===== src/rtl/timetagger_stream_if.sv =====
// Byte-wide valid/ready stream carrying serialised time-tag records
// from the tagger to the UART byte transmitter.
interface timetagger_stream_if;
    logic [7:0] tx_data;
    logic       tx_valid;
    logic       tx_ready;

    modport master (
        output tx_data,
        output tx_valid,
        input  tx_ready
    );

    modport slave (
        input  tx_data,
        input  tx_valid,
        output tx_ready
    );
endinterface


===== src/rtl/timetagger_stream.sv =====
// Parametrised time tagger: synchronises and edge-detects N strobe channels,
// stamps each hit cycle with a free-running timestamp, queues records in a
// small FIFO (with in-band drop markers on overflow) and streams them out
// MSB byte first over a valid/ready byte interface.
module timetagger_stream #(
    parameter int N_CHANNELS = 100,
    parameter int TS_WIDTH   = 43,
    parameter int FIFO_DEPTH = 16,
    parameter int DROP_WIDTH = 16
) (
    input  logic                          clk,
    input  logic                          reset_n,
    input  logic [N_CHANNELS-1:0]         strobe_channels,
    input  logic [N_CHANNELS-1:0]         channel_mask,
    input  logic                          activate,
    timetagger_stream_if.master           tx,
    output logic [$clog2(FIFO_DEPTH):0]   fifo_level,
    output logic                          overflow_flag,
    output logic                          busy
);

    localparam int REC_BITS  = 8 * ((1 + TS_WIDTH + N_CHANNELS + 7) / 8);
    localparam int REC_BYTES = REC_BITS / 8;
    localparam int AW        = $clog2(FIFO_DEPTH);
    localparam int BCW       = $clog2(REC_BYTES + 1);

    typedef enum logic [1:0] {
        ST_IDLE,
        ST_RUN,
        ST_DRAIN
    } state_t;

    state_t                  state;
    state_t                  state_nxt;

    logic [N_CHANNELS-1:0]   sync_p0;
    logic [N_CHANNELS-1:0]   sync_p1;
    logic [N_CHANNELS-1:0]   sync_p2;
    logic [N_CHANNELS-1:0]   hit;

    logic [TS_WIDTH-1:0]     ts;
    logic [DROP_WIDTH-1:0]   drop_cnt;
    logic [DROP_WIDTH-1:0]   drop_nxt;
    logic                    ovf_set;
    logic                    run_start;

    logic [REC_BITS-1:0]     mem [FIFO_DEPTH];
    logic [AW-1:0]           wr_ptr;
    logic [AW-1:0]           rd_ptr;
    logic [AW:0]             count;
    logic                    fifo_full;
    logic                    fifo_empty;
    logic                    wr_en;
    logic [REC_BITS-1:0]     wr_rec;

    logic                    vld_p1;
    logic                    tx_valid_q;
    logic [REC_BITS-1:0]     shreg;
    logic [BCW-1:0]          byte_idx;
    logic                    ser_idle;
    logic                    pop;

    function automatic logic [DROP_WIDTH-1:0] sat_inc(input logic [DROP_WIDTH-1:0] v);
        return (&v) ? v : v + DROP_WIDTH'(1);
    endfunction

    function automatic logic [REC_BITS-1:0] event_rec(input logic [TS_WIDTH-1:0]   t,
                                                      input logic [N_CHANNELS-1:0] h);
        logic [REC_BITS-1:0] r;
        r = '0;
        r[TS_WIDTH+N_CHANNELS-1:N_CHANNELS] = t;
        r[N_CHANNELS-1:0] = h;
        return r;
    endfunction

    function automatic logic [REC_BITS-1:0] marker_rec(input logic [DROP_WIDTH-1:0] d);
        logic [REC_BITS-1:0] r;
        r = '0;
        r[REC_BITS-1] = 1'b1;
        r[DROP_WIDTH-1:0] = d;
        return r;
    endfunction

    assign hit        = sync_p1 & ~sync_p2 & channel_mask;
    assign fifo_full  = (count == (AW+1)'(FIFO_DEPTH));
    assign fifo_empty = (count == '0);
    assign ser_idle   = !vld_p1 && !tx_valid_q;
    assign pop        = ser_idle && !fifo_empty;

    assign fifo_level    = count;
    assign busy          = (state != ST_IDLE);
    assign tx.tx_valid   = tx_valid_q;
    assign tx.tx_data    = shreg[REC_BITS-1 -: 8];

    // Two-flop synchroniser plus a third flop holding the previous value for edge detection
    always_ff @(posedge clk or negedge reset_n) begin
        if (!reset_n) begin
            sync_p0 <= '0;
            sync_p1 <= '0;
            sync_p2 <= '0;
        end else begin
            sync_p0 <= strobe_channels;
            sync_p1 <= sync_p0;
            sync_p2 <= sync_p1;
        end
    end

    // Acquisition state register
    always_ff @(posedge clk or negedge reset_n) begin
        if (!reset_n) state <= ST_IDLE;
        else          state <= state_nxt;
    end

    // Next state and FIFO write decision; a pending drop marker beats a same-cycle hit
    always_comb begin
        state_nxt = state;
        run_start = 1'b0;
        wr_en     = 1'b0;
        wr_rec    = '0;
        drop_nxt  = drop_cnt;
        ovf_set   = 1'b0;

        case (state)
            ST_IDLE: begin
                if (activate) begin
                    state_nxt = ST_RUN;
                    run_start = 1'b1;
                end
            end
            ST_RUN: begin
                if (!activate) state_nxt = ST_DRAIN;
            end
            ST_DRAIN: begin
                if (fifo_empty && ser_idle && (drop_cnt == '0)) state_nxt = ST_IDLE;
            end
            default: state_nxt = ST_IDLE;
        endcase

        if ((drop_cnt != '0) && !fifo_full) begin
            wr_en  = 1'b1;
            wr_rec = marker_rec(drop_cnt);
            if ((state == ST_RUN) && (hit != '0)) begin
                drop_nxt = DROP_WIDTH'(1);
                ovf_set  = 1'b1;
            end else begin
                drop_nxt = '0;
            end
        end else if ((state == ST_RUN) && (hit != '0)) begin
            if (!fifo_full) begin
                wr_en  = 1'b1;
                wr_rec = event_rec(ts, hit);
            end else begin
                drop_nxt = sat_inc(drop_cnt);
                ovf_set  = 1'b1;
            end
        end
    end

    // Timestamp, drop counter and sticky overflow flag; all restart when a run begins
    always_ff @(posedge clk or negedge reset_n) begin
        if (!reset_n) begin
            ts            <= '0;
            drop_cnt      <= '0;
            overflow_flag <= 1'b0;
        end else if (run_start) begin
            ts            <= '0;
            drop_cnt      <= '0;
            overflow_flag <= 1'b0;
        end else begin
            if (state != ST_IDLE) ts <= ts + TS_WIDTH'(1);
            drop_cnt <= drop_nxt;
            if (ovf_set) overflow_flag <= 1'b1;
        end
    end

    // Record storage; contents need no reset because pointers gate every read
    always_ff @(posedge clk) begin
        if (wr_en) mem[wr_ptr] <= wr_rec;
    end

    // FIFO pointers and occupancy; a write and a pop in the same cycle cancel out
    always_ff @(posedge clk or negedge reset_n) begin
        if (!reset_n) begin
            wr_ptr <= '0;
            rd_ptr <= '0;
            count  <= '0;
        end else begin
            if (wr_en) wr_ptr <= wr_ptr + AW'(1);
            if (pop)   rd_ptr <= rd_ptr + AW'(1);
            count <= count + (AW+1)'(wr_en) - (AW+1)'(pop);
        end
    end

    // Serialiser: pop loads the shifter, valid follows a cycle later, one byte per handshake
    always_ff @(posedge clk or negedge reset_n) begin
        if (!reset_n) begin
            vld_p1     <= 1'b0;
            tx_valid_q <= 1'b0;
            shreg      <= '0;
            byte_idx   <= '0;
        end else begin
            vld_p1 <= pop;
            if (pop) begin
                shreg <= mem[rd_ptr];
            end else if (vld_p1) begin
                tx_valid_q <= 1'b1;
                byte_idx   <= '0;
            end else if (tx_valid_q && tx.tx_ready) begin
                shreg <= shreg << 8;
                if (byte_idx == BCW'(REC_BYTES - 1)) begin
                    tx_valid_q <= 1'b0;
                end else begin
                    byte_idx <= byte_idx + BCW'(1);
                end
            end
        end
    end

endmodule


===== src/flat_wrapper.sv =====
// flat-port wrapper written by rule: the top's interface ports become plain ports
module timetagger_stream_flat 
#(
    parameter int N_CHANNELS = 100,
    parameter int TS_WIDTH   = 43,
    parameter int FIFO_DEPTH = 16,
    parameter int DROP_WIDTH = 16
)
  (clk, reset_n, strobe_channels, channel_mask, activate, fifo_level, overflow_flag, busy, tx_tx_data, tx_tx_valid, tx_tx_ready);
  timetagger_stream_if tx_i ();
  input  logic clk;
  input  logic reset_n;
  input  logic [N_CHANNELS-1:0] strobe_channels;
  input  logic [N_CHANNELS-1:0] channel_mask;
  input  logic activate;
  output logic [$clog2(FIFO_DEPTH):0] fifo_level;
  output logic overflow_flag;
  output logic busy;
  output wire logic [$bits(tx_i.tx_data)-1:0] tx_tx_data;
  output wire logic [$bits(tx_i.tx_valid)-1:0] tx_tx_valid;
  input wire logic [$bits(tx_i.tx_ready)-1:0] tx_tx_ready;
  assign tx_tx_data = tx_i.tx_data;
  assign tx_tx_valid = tx_i.tx_valid;
  assign tx_i.tx_ready = tx_tx_ready;
  timetagger_stream #(.N_CHANNELS(N_CHANNELS), .TS_WIDTH(TS_WIDTH), .FIFO_DEPTH(FIFO_DEPTH), .DROP_WIDTH(DROP_WIDTH)) u_core (.clk(clk), .reset_n(reset_n), .strobe_channels(strobe_channels), .channel_mask(channel_mask), .activate(activate), .tx(tx_i), .fifo_level(fifo_level), .overflow_flag(overflow_flag), .busy(busy));
endmodule

===== config.mk =====
export PLATFORM = sky130hd
export DESIGN_NAME = timetagger_stream_flat
export DESIGN_NICKNAME = d
export VERILOG_FILES = /design/src/rtl/timetagger_stream_if.sv /design/src/rtl/timetagger_stream.sv /design/src/flat_wrapper.sv
export SDC_FILE = /design/constraint.sdc
export NUM_CORES = 2
export LEC_CHECK = 0
export CORE_UTILIZATION = 43
export CTS_CLUSTER_SIZE = 16
export DETAILED_ROUTE_END_ITERATION = 7
export GPL_TIMING_DRIVEN = 1
export PLACE_DENSITY_LB_ADDON = 0.15
export SLEW_MARGIN = 20
export SYNTH_ARGS = -nofsm -noshare
export SYNTH_HDL_FRONTEND = slang
export SYNTH_SLANG_ARGS = --single-unit

===== constraint.sdc =====
create_clock -name clk -period 23.8 [get_ports clk]
set_input_delay 5.95 -clock clk [delete_from_list [all_inputs] [get_ports clk]]
set_output_delay 5.95 -clock clk [all_outputs]
set_load 0.02 [all_outputs]

[Word level (Yosys, flattened, before mapping)]
Memory sizes are Yosys's and may differ from the RTL's.
Index checks and enable logic that the tools add are counted.
Cells by class
  $add $sub $neg: 7
  equal/unequal tests: 10
  mux-type cells: 37
  bitwise logic cells: 4
  reduce and logical (&&, ||, !) cells: 30
Operator list (number)
  $mux W144: 5
  $and A100 B100 Y100: 2
  $mux W143: 1
  $not A100 Y100: 1
  $reduce_bool A100 Y1: 1
  $mux W43: 2
  $mux W16: 5
  $add A43 B1 Y43 const B: 1
  $mux W1: 17
  $add A16 B1 Y16 const B: 1
  $logic_not A16 Y1: 1
  $reduce_and A16 Y1: 1
  $reduce_bool A16 Y1: 1
  $mux W5: 3
  $reduce_and A3 Y1: 4
  $reduce_bool A2 Y1: 6
  $eq A5 B5 Y1 const B: 2
  $add A4 B1 Y4 const B: 2
  $logic_and A1 B1 Y1: 7
  $mux W2: 3
  $ne A2 B2 Y1 const B: 3
  $pmux W2 S3: 1
  $reduce_bool A3 Y1: 2
  $add A5 B1 Y5: 1
  11 further kinds: 15
Storage, ports and cells
  register bits: 526
  memory bits (writable): 2304
  bits of input ports: 204
  output and inout port bits: 16
  logic and storage cells: 103
  memories kept: 1
Memory list
  u_core.mem: words 16, width 144, read ports 1, clocked after Yosys merged registers in 0, write ports 1, line timetagger_stream.sv:47  | logic [REC_BITS-1:0] mem [FIFO_DEPTH];

[Depth between registers and ports, before layout]
  depth after elaboration: 9
  depth in mapped cells: 17
  depth with buffers taken out: 15

[Worst setup path after synthesis]
OpenSTA, ideal clock, no wires.
  path kind: input -> register
  start: input channel_mask[90]
  end: memory u_core.mem[3][0] (netlist bit) (enable)
  library setup time: 1.048 ns
  arrival: 21.779 ns
  required time: 22.752 ns
  slack: 0.973 ns
  stages on the path: 8
  path buffers: 1
  cells stage by stage: nand3b_1 -> nand4_1 -> nor4_1 -> nand4_1 -> o21ai_4 -> a21oi_2 -> buf_2 -> nor4b_1
Between the ends
  longest elaborated chain between the ends: 7
RTL lines
  start: declaration: line flat_wrapper.sv:14  | input logic [N_CHANNELS-1:0] channel_mask;
  $and A100 B100 Y100: line timetagger_stream.sv:84  | assign hit = sync_p1 & ~sync_p2 & channel_mask;
  $reduce_bool A100 Y1: line timetagger_stream.sv:148  | end else if ((state == ST_RUN) && (hit != '0)) begin
  $logic_and A1 B1 Y1: line timetagger_stream.sv:148
  $mux W1: line timetagger_stream.sv:148
  $mux W1: line timetagger_stream.sv:139  | if ((drop_cnt != '0) && !fifo_full) begin
  named net u_core.wr_en: line timetagger_stream.sv:53  | logic wr_en;
  $mux W1: line timetagger_stream.sv:178  | if (wr_en) mem[wr_ptr] <= wr_rec;
  $mux W1 (implied by the code): line timetagger_stream.sv:178
  end: declaration: line timetagger_stream.sv:47
The timed path passes the listed nets, and every way through them passes these cells.

[Worst setup path in the final report]
  start: input channel_mask[64]
  end: memory u_core.mem[8][40] (netlist bit), data pin
Between the ends
  longest elaborated chain between the ends: 5
RTL lines
  $and A100 B100 Y100: line timetagger_stream.sv:84
  $reduce_bool A100 Y1: line timetagger_stream.sv:148
  $logic_and A1 B1 Y1: line timetagger_stream.sv:148
  $mux W144: line timetagger_stream.sv:148
  $mux W144: line timetagger_stream.sv:139
  named net u_core.wr_rec[40]: line timetagger_stream.sv:54  | logic [REC_BITS-1:0] wr_rec;
The timed path passes the listed nets, and every way through them passes these cells.

==> flow_metrics.env <==
export IMPL_status="finished clean"
export IMPL_vias=51440
export IMPL_timing_rr_end="u_core.mem[8][40]"
export IMPL_rsz0062_at_grt="no"
export IMPL_place_congestion=0.7508
export IMPL_initial_core_util=0.4323
export IMPL_grt_max_degree=135
export IMPL_worstPathRequired_ns=24.36
export IMPL_placedCellCount=8334
export IMPL_wirelength_um=270800
export IMPL_hold_depth=0
export IMPL_drc=0
export IMPL_port_buffers=219
export IMPL_setup_viol=0
export IMPL_drtIter0Drc=5449
export IMPL_maxCapViolCount=0
export IMPL_relSlewSlack=0.1812
export IMPL_core_area_um2=245900
export IMPL_drive_gt1_frac=0.2320
export IMPL_finalCriticalPeriod_ns=10.99
export IMPL_startpoint_type="input pin"
export IMPL_cts_hold_buffers_added=0
export IMPL_irDropWorstVdd_mv=0.1553
export IMPL_fp_row_count=182
export IMPL_ys_flop_type="edfxtp_1"
export IMPL_fmax_ghz=0.09097
export IMPL_synth_seq_area_share=0.7746
export IMPL_cts_made_buffers=311
export IMPL_worstMarginPinSlew_ns=1.228
export IMPL_synth_distinct_cells=60
export IMPL_syn_area_um2=106300
export IMPL_fin_util=0.4975
export IMPL_synth_cells=5059
export IMPL_whs_endpoint="u_core.sync_p1[38]"
export IMPL_vias_per_cell=5.788
export IMPL_tns_ns=0
export IMPL_die_w_um=499.2
export IMPL_final_nets=5648
export IMPL_cts_setup_buffers=0
export IMPL_arrival_ns=11.55
export IMPL_r2r_start="u_core.sync_p1[64]"
export IMPL_worstPathCellList="clkdlybuf4s50_1 -> nand3b_1 -> nand4_1 -> nor4_2 -> buf_4 -> nand4_1 -> o21ai_4 -> or2_4 -> buf_4 -> buf_4 -> nor2_1"
export IMPL_ios=220
export IMPL_timing_critical_path_mode_cell="buf_4"
export IMPL_crit_slowest_cell="nor4_2"
export IMPL_dieHeight_um=499.2
export IMPL_area_growth_pct=15.08
export IMPL_cpPeakStageDelay_ns=1.10
export IMPL_avgSynthCellArea_um2=21.01
export IMPL_dpl_hpwl_um=143300
export IMPL_cts_num_sinks=2830
export IMPL_overflow=0
export IMPL_regToRegSetupSlack_ns=17.84
export IMPL_criticalPathCategory="input pin to flop"
export IMPL_ys_ff_latch=2830
export IMPL_grt_total_usage=0.2192
export IMPL_ant_nets=0
export IMPL_crit_path_end_kind="flop"
export IMPL_ff_latch_area_um2=82360
export IMPL_h_tree_depth=5
export IMPL_power_w=0.01406
export IMPL_p_leak_nw=40.47
export IMPL_cts_tree="built"
export IMPL_grt_pass1_wl_um=389400
export IMPL_setup_ws_ns=12.81
export IMPL_first_global_vias=53430
export IMPL_dp_slack_ns=11.88
export IMPL_first_pass_iters=6
export IMPL_fillers=19770
export IMPL_clock_skew_ns=0.07335
export IMPL_antenna_found_initial=14
export IMPL_layoutNonFillerInstCount=8887
export IMPL_r2r_cells=10
export IMPL_multiInputGateArea_um2=22800
export IMPL_min_path_type="flop to flop"
export IMPL_yosys_warnings=0
export IMPL_insertion_delay_ns=0.95
export IMPL_synth_async_reset_ratio=0.1859
export IMPL_cts_root_buf="clkbuf_16"
export IMPL_fin_crit_sh=0.4619
export IMPL_hold_violations=0
export IMPL_wire_per_inst_um=30.47
export IMPL_powerDensity_nw_per_um2=114.9
export IMPL_die_area_um2=249200
export IMPL_min_delay_start="u_core.sync_p0[38]"
export IMPL_cp_max_fo=38
export IMPL_cts_max_path_buffers=4
export IMPL_slew_violations=0
export IMPL_synth_edf_count=2304
export IMPL_clkTransAtPathRegs_ns=0.06
export IMPL_cts_resized=0
export IMPL_postSynthNetCount=5280
-- cell usage after synthesis (2+ instances only) --
library cell | n | area [um^2]
or3_1 | 5 | 31.28
xnor2_1 | 8 | 70.07
ha_1 | 16 | 200.2
buf_2 | 82 | 410.4
nor4b_1 | 2 | 17.52
buf_4 | 11 | 82.58
o21a_1 | 2 | 15.01
nor4_1 | 10 | 62.56
xor2_1 | 7 | 61.31
nand3b_1 | 101 | 758.2
o211ai_1 | 12 | 90.09
o21ai_0 | 44 | 220.2
a31oi_1 | 136 | 850.8
nor3_1 | 7 | 35.03
buf_6 | 9 | 101.4
a21o_1 | 2 | 15.01
edfxtp_1 | 2304 | 69190
inv_1 | 23 | 86.33
dfrtp_1 | 526 | 13160
and4_1 | 10 | 87.58
mux4_2 | 711 | 16010
o31ai_1 | 9 | 67.56
nor2_1 | 249 | 934.7
and2_1 | 41 | 256.5
nor4bb_1 | 4 | 40.04
o21ai_2 | 3 | 26.28
and4b_1 | 8 | 80.08
nand2_1 | 357 | 1340
mux2_2 | 10 | 112.6
nand3_1 | 60 | 300.3
and3_1 | 8 | 50.05
a21oi_1 | 11 | 55.05
a211oi_1 | 12 | 90.09
mux2i_1 | 18 | 180.2
a21oi_2 | 4 | 35.03
o21ai_1 | 4 | 20.02
or4_1 | 9 | 67.56
buf_1 | 22 | 82.58
nand4_1 | 41 | 256.5
clkbuf_1 | 141 | 529.3
-- metrics by stage --
step	cell area, um^2	hold slack (ns)
2_1_floorplan	106300	0.3312
3_3_place_gp	112500	0.3311
3_5_place_dp	112500	0.3347
4_1_cts	122300	0.3468
5_1_grt	122300	0.3490
6_report	122300	0.3452
-- how the worst max path moves through the flow --
| stage | endpoint | slack, ns | cells past startpoint | from |
|---|---|---|---|---|
| after detailed placement | u_core.mem[6][40] | 11.88 | 11 | channel_mask[64] |
| after global placement | u_core.mem[10][94] | 11.98 | 11 | channel_mask[64] |
| after global routing | u_core.mem[8][40] | 12.61 | 11 | channel_mask[64] |
| after floorplan | u_core.mem[3][0] | 0.97 | 8 | channel_mask[90] |
| final | u_core.mem[8][40] | 12.81 | 11 | channel_mask[64] |
| after CTS | u_core.mem[15][40] | 12.88 | 11 | channel_mask[64] |
-- registers in the layout, summed over array words and instances (netlist names) --
name                  count
u_core.sync_p2          100
u_core.sync_p0          100
u_core.tx.tx_valid        1
u_core.state              2
u_core.overflow_flag      1
u_core.sync_p1          100
u_core.rd_ptr             4
u_core.drop_cnt          16
u_core.byte_idx           5
u_core.fifo_level         5
u_core.shreg            144
u_core.ts                43
u_core.wr_ptr             4
u_core.mem             2304
u_core.vld_p1             1
-- power by group --
| group | switching [W] | total (W) | internal, W |
|---|---|---|---|
| logic | 0.00173 | 0.00317 | 0.00144 |
| clock network | 0.00188 | 0.00465 | 0.00277 |
| registers | 0.000274 | 0.00623 | 0.00596 |
| total | 0.00389 | 0.0141 | 0.0102 |
-- final cells by class --
cell class | count | share of cell area
antenna | 2 | 0.00004091
tap | 3220 | 0.03293
sequential | 2830 | 0.6732
multi-input combinational | 1938 | 0.1863
clock inverter | 102 | 0.007854
timing repair buffer | 322 | 0.02612
clock buffer | 449 | 0.07276
inverter | 24 | 0.0007363
-- critical path: cells and delay by family --
family	cells	cell delay [ns]
buf+inv	4	2.00
simple gates	6	3.14
compound gates	1	0.38
-- kinds of logic (layout without fill, tap and decap cells) --
logic type      Yosys count  in the layout  synth area share
mux                     739            739            0.1534
fa+ha+maj                17             17          0.002071
buf+inv                 291            897           0.01252
flops                  2830           2830            0.7746
other cells               0              2                 0
xor+xnor                 15             15          0.001236
simple gates            920            920           0.04132
compound gates          247            247           0.01489
-- layout by cell type (no fill, tap or decap), types with 18 or more instances in the layout --
master	n
a31oi_1	136
and2_1	41
buf_12	18
buf_4	85
clkbuf_1	88
clkbuf_16	320
clkbuf_8	41
clkdlybuf4s50_1	218
clkinv_1	27
clkinv_2	42
dfrtp_1	522
edfxtp_1	2304
inv_1	23
mux2i_1	18
mux4_2	711
nand2_1	356
nand3_1	60
nand3b_1	101
nand4_1	41
nor2_1	238
o21ai_0	43
-- metal layers --
| layer | track usage | wire (um) |
|---|---|---|
| met5 | 0 | 37 |
| met1 | 0.3218 | 120400 |
| met2 | 0.3365 | 126100 |
| met3 | 0.04730 | 19170 |
| met4 | 0.05061 | 5121 |
Note: power is estimated with default switching activity, not from simulation.
